<file path="config.mk">
export PLATFORM = sky130hd
export DESIGN_NAME = if_id_queue_flat
export DESIGN_NICKNAME = d
export VERILOG_FILES = /design/src/rtl/if_id_queue_if.sv /design/src/rtl/if_id_queue.sv /design/src/flat_wrapper.sv
export SDC_FILE = /design/constraint.sdc
export NUM_CORES = 1
export LEC_CHECK = 0
export CORE_MARGIN = 2
export CORE_UTILIZATION = 55
export DETAILED_ROUTE_END_ITERATION = 10
export DONT_BUFFER_PORTS = 1
export GPL_ROUTABILITY_DRIVEN = 0
export PLACE_DENSITY = 0.67
export SLEW_MARGIN = 20
export SYNTH_ARGS = -nofsm -noshare
export SYNTH_HDL_FRONTEND = slang
export SYNTH_SLANG_ARGS = --single-unit
</file>
<file path="constraint.sdc">
create_clock -name Clk -period 5.9 [get_ports Clk]
set_input_delay 0.295 -clock Clk [delete_from_list [all_inputs] [get_ports Clk]]
set_output_delay 0.295 -clock Clk [all_outputs]
set_load 0.01 [all_outputs]
</file>
<file path="src/rtl/if_id_queue_if.sv">
// Fetch-to-decode handshake bundle: push side (In*) from fetch, pop side (Out*) toward decode.
interface if_id_queue_if;
  logic        InValid;
  logic [31:0] InPC;
  logic [31:0] InInstr;
  logic        InReady;
  logic        OutValid;
  logic [31:0] OutPC;
  logic [31:0] OutInstr;
  logic        OutReady;

  modport master (
    output InValid, InPC, InInstr, OutReady,
    input  InReady, OutValid, OutPC, OutInstr
  );

  modport slave (
    input  InValid, InPC, InInstr, OutReady,
    output InReady, OutValid, OutPC, OutInstr
  );
endinterface

</file>
<file path="src/rtl/if_id_queue.sv">
// IF/ID instruction queue: DEPTH-entry FIFO of {PC, instruction} pairs with flush and
// an empty-while-ready bubble counter. No bypass, no push-through when full.
module if_id_queue #(
  parameter int DEPTH = 4
) (
  input  logic                     Clk,
  input  logic                     Reset,
  input  logic                     Flush,
  if_id_queue_if.slave             q,
  output logic [$clog2(DEPTH):0]   Count,
  output logic [31:0]              BubbleCnt
);

  localparam int PW = $clog2(DEPTH);
  localparam logic [PW:0] FULL_CNT = DEPTH[PW:0];

  logic [31:0]   pc_mem    [DEPTH];
  logic [31:0]   instr_mem [DEPTH];
  logic [PW-1:0] rd_ptr;
  logic [PW-1:0] wr_ptr;
  logic          push;
  logic          pop;
  logic          bubble;
  logic          empty;

  assign empty      = (Count == '0);
  assign q.InReady  = (Count != FULL_CNT);
  assign q.OutValid = !empty;
  assign q.OutPC    = empty ? 32'h0 : pc_mem[rd_ptr];
  assign q.OutInstr = empty ? 32'h0 : instr_mem[rd_ptr];

  assign push   = q.InValid  && q.InReady  && !Flush;
  assign pop    = q.OutValid && q.OutReady && !Flush;
  assign bubble = q.OutReady && empty      && !Flush;

  // Control state: occupancy, pointers and the bubble counter (Flush leaves the counter alone)
  always_ff @(posedge Clk) begin
    if (Reset) begin
      Count     <= '0;
      rd_ptr    <= '0;
      wr_ptr    <= '0;
      BubbleCnt <= '0;
    end else begin
      if (Flush) begin
        Count  <= '0;
        rd_ptr <= '0;
        wr_ptr <= '0;
      end else begin
        if (push) wr_ptr <= wr_ptr + 1'b1;
        if (pop)  rd_ptr <= rd_ptr + 1'b1;
        if (push && !pop)      Count <= Count + 1'b1;
        else if (pop && !push) Count <= Count - 1'b1;
      end
      if (bubble) BubbleCnt <= BubbleCnt + 32'd1;
    end
  end

  // Entry storage: only Reset scrubs contents; Flush merely drops validity
  always_ff @(posedge Clk) begin
    if (Reset) begin
      for (int i = 0; i < DEPTH; i++) begin
        pc_mem[i]    <= '0;
        instr_mem[i] <= '0;
      end
    end else if (push) begin
      pc_mem[wr_ptr]    <= q.InPC;
      instr_mem[wr_ptr] <= q.InInstr;
    end
  end

endmodule

</file>
<file path="src/flat_wrapper.sv">
// flat-port wrapper written by rule: the top's interface ports become plain ports
module if_id_queue_flat 
#(
  parameter int DEPTH = 4
)
  (Clk, Reset, Flush, Count, BubbleCnt, q_InValid, q_InPC, q_InInstr, q_OutReady, q_InReady, q_OutValid, q_OutPC, q_OutInstr);
  if_id_queue_if q_i ();
  input  logic Clk;
  input  logic Reset;
  input  logic Flush;
  output logic [$clog2(DEPTH):0] Count;
  output logic [31:0] BubbleCnt;
  input wire logic [$bits(q_i.InValid)-1:0] q_InValid;
  input wire logic [$bits(q_i.InPC)-1:0] q_InPC;
  input wire logic [$bits(q_i.InInstr)-1:0] q_InInstr;
  input wire logic [$bits(q_i.OutReady)-1:0] q_OutReady;
  output wire logic [$bits(q_i.InReady)-1:0] q_InReady;
  output wire logic [$bits(q_i.OutValid)-1:0] q_OutValid;
  output wire logic [$bits(q_i.OutPC)-1:0] q_OutPC;
  output wire logic [$bits(q_i.OutInstr)-1:0] q_OutInstr;
  assign q_i.InValid = q_InValid;
  assign q_i.InPC = q_InPC;
  assign q_i.InInstr = q_InInstr;
  assign q_i.OutReady = q_OutReady;
  assign q_InReady = q_i.InReady;
  assign q_OutValid = q_i.OutValid;
  assign q_OutPC = q_i.OutPC;
  assign q_OutInstr = q_i.OutInstr;
  if_id_queue #(.DEPTH(DEPTH)) u_core (.Clk(Clk), .Reset(Reset), .Flush(Flush), .q(q_i), .Count(Count), .BubbleCnt(BubbleCnt));
endmodule
</file>
==> results.toml <==
[power]
cellInternalPower_w = 0.00351
power_density_nw_per_um2 = 291
peakVddDrop_mv = 0.251
power.share.combinational = 0.061
clock_power_share = 0.400
switching_power_w = 0.000943
swShare = 0.212
seq_power_share = 0.539
power.total_w = 0.00445
leakage_nw = 5.60

[clocking]
post_cts_buffers = 0
cts_tree = "built"
clk_latency_ns = 0.55
cts_buffer_depth = 3
clkTransAtPathRegs_ns = 0.06
h-tree-depth = 1
numClockSinks = 297
cts_root_buf = "clkbuf_16"
numCtsBuffers = 31

[timing]
min_period_ns = 3.50
worst_pin_slew_ns = 1.04
slew_headroom = 0.305
fmax_ghz = 0.286
finalClockSkew_ns = 0.00790
maxSlewViolCount = 0
hold_viol_final = 0
rsz0062_at_grt = "no"
finalSetupViolCount = 0
fin_crit_sh = 0.594
fin_setup_tns_ns = 0

[synth]
netlist_area_sq_um = 13400
synth_edf_count = 256
synthesis.nets = 1003
avgSynthCellArea_sq_um = 14.4
ys_dominant_reg_cell = "edfxtp_1"
ys_seq_area_frac = 0.635
ys_ff_latch = 297
yosysWarnings = 0
async_flop_share = 0
ys_types = 46
synth_cells = 931

[worst_setup_path]
cp_num_buf_inv = 2
path_cells = "nor3_4 > clkinv_2 > nand2_1 > ha_1 > inv_1 > fa_1 > xor2_1 > or3_1 > a21oi_1"
worstPathMaxFanout = 71
cp_slowest_cell = "clkinv_2"
critPathLaunchType = "register"
crit_path_max_incr_delay_ns = 0.89
arrival_ns = 3.98
crit_family = "simple AND/OR/NAND/NOR gates"
crit_type = "register to register"
end_kind = "register"
crit_required_ns = 6.38

[detailed_routing]
vias_per_cell = 5.86
vias = 7733
initialDrtViolationCount = 727
wire_per_inst_microns = 21.4
firstDrtPassIters = 5
antenna_left = 0
drc = 0
wl_microns = 28300

[global_route]
overflow = 0
grt_max_degree = 131
grt_use_total = 0.221
grt_pass1_vias = 8100
grt_pass1_wl_microns = 44500
grt_antenna_before_repair = 1

[placement]
port_buffers = 0
dp_hpwl_microns = 15200

[run_status]
outcome = "finished clean"

[floorplanning]
core_area_sq_um = 24100
start_util = 0.556
io_pins = 170
die-width_microns = 160
rows = 57
die-area_sq_um = 25600
die_h_microns = 160

[worst_hold_path]
holdCritPathClass = "primary input to register"

[layout]
layout-drive-gt1-share = 0.131
fin_nets = 1044
areaGrowthSynthToFinish_pct = 14.1

[run]
maxCapViolCount = 0
## worst register-to-register path, stage by stage (launching register included)
cell and delay, ns:
dfxtp_1 0.41, nor3_4 0.40, clkinv_2 0.89, nand2_1 0.45, ha_1 0.24, inv_1 0.06, fa_1 0.37, xor2_1 0.17
or3_1 0.30, a21oi_1 0.14
## metal layers
metal	wire length (microns)	GRT usage
met1	11800	0.289
met2	14300	0.388
met3	1700	0.0408
met4	435	0.0508
met5	0	0
## area by class of cell
| cell class | count | area [sq um] |
|---|---|---|
| Fill cell | 1813 | 8820 |
| Clock inverter | 5 | 53.8 |
| Multi-Input combinational cell | 559 | 4650 |
| Sequential cell | 297 | 8520 |
| Antenna cell | 1 | 2.50 |
| Clock buffer | 51 | 858 |
| Tap cell | 324 | 405 |
| Inverter | 8 | 31.3 |
| Timing Repair Buffer | 75 | 769 |
## stage by stage
stage               setup slack (ns)  utilization  hold WS [ns]  instance area (sq um)  cells
finish                          2.40        0.634        0.0384                  15300   1320
global route                    2.07        0.634        0.0448                  15300   1320
CTS                             2.59        0.632        0.0159                  15200   1317
detailed placement              2.61        0.566         0.370                  13600   1194
global placement                2.73        0.566         0.368                  13600   1194
floorplan                       1.38            -         0.485                  13400    931
## cells by family after synthesis
kind of cell               after synthesis  synth area share
and+or+nand+nor                        428             0.198
DFF                                    297             0.635
buffers and inverters                   75            0.0221
muxes                                   69             0.112
AOI/OAI and AO/OA                       45            0.0208
xor gates and xnor gates                14           0.00915
adders and majority gates                3           0.00336
## synthesized netlist by cell type (all sizes together) (2+ instances only)
library cell	n	share of area
nor2b	5	0.0023
ha	2	0.0019
xnor2	4	0.0026
or4	14	0.0081
xor2	10	0.0065
and2	256	0.12
nor3b	2	0.0015
a31o	2	0.0013
inv	8	0.0022
and3	68	0.032
dfxtp	41	0.061
nor2	21	0.0059
o21ai	6	0.0022
nand4	11	0.0051
a21oi	20	0.0075
nand3	11	0.0041
and4	5	0.0033
o31ai	13	0.0073
nor4	7	0.0049
nand2	14	0.0039
mux4	64	0.11
clkbuf	59	0.017
buf	8	0.0034
nor3	2	0.0016
or3	8	0.0037
mux2	4	0.0034
edfxtp	256	0.57
## worst paths after layout
check | start | end | slack (ns) | depth (start not counted)
max | u_core.Count[0]$_SDFFE_PP0P_ | u_core.Count[2]$_SDFFE_PP0P_ | 2.40 | 9
min | Flush | u_core.BubbleCnt[1]$_SDFFE_PP0P_ | 0.04 | 3
max reg2reg | u_core.Count[0]$_SDFFE_PP0P_ | u_core.Count[2]$_SDFFE_PP0P_ | 2.40 | 9
min reg2reg | u_core.rd_ptr[1]$_SDFFE_PP0P_ | register | 0.53 | 2
## flip-flops by register name (all words and copies together) (netlist names), named ones only
| signal | cells |
|---|---|
| u_core.instr_mem | 128 |
| u_core.BubbleCnt | 32 |
| u_core.wr_ptr | 2 |
| u_core.Count | 3 |
| u_core.rd_ptr | 2 |
| u_core.pc_mem | 128 |
## cells in the final DEF (no fill, tap or decap), types with 10 or more instances in the layout
master	n
a21oi_1	20
and2_1	256
and3_1	67
clkbuf_1	18
clkbuf_16	31
dfxtp_1	39
dlygate4sd3_1	66
edfxtp_1	256
mux4_2	64
nand2_1	14
nand3_1	11
nand4_1	11
nor2_1	20
o31ai_1	13
or4_1	13
xor2_1	10
## power groups by stage
stage	Combinational, W	Sequential [W]	Clock [W]
after floorplan	0.000165	0.00243	0
after global placement	0.000214	0.00244	0
after detailed placement	0.000218	0.00244	0
after CTS	0.000272	0.00240	0.00180
after global routing	0.000297	0.00240	0.00189
final	0.000273	0.00240	0.00178
## repair_timing
action                                 in CTS  in global routing
endpoints found under the hold margin     288                  0
resized for setup                           0                  0
hold buffers                               67                  0
Power figures use the tool's default switching activity.
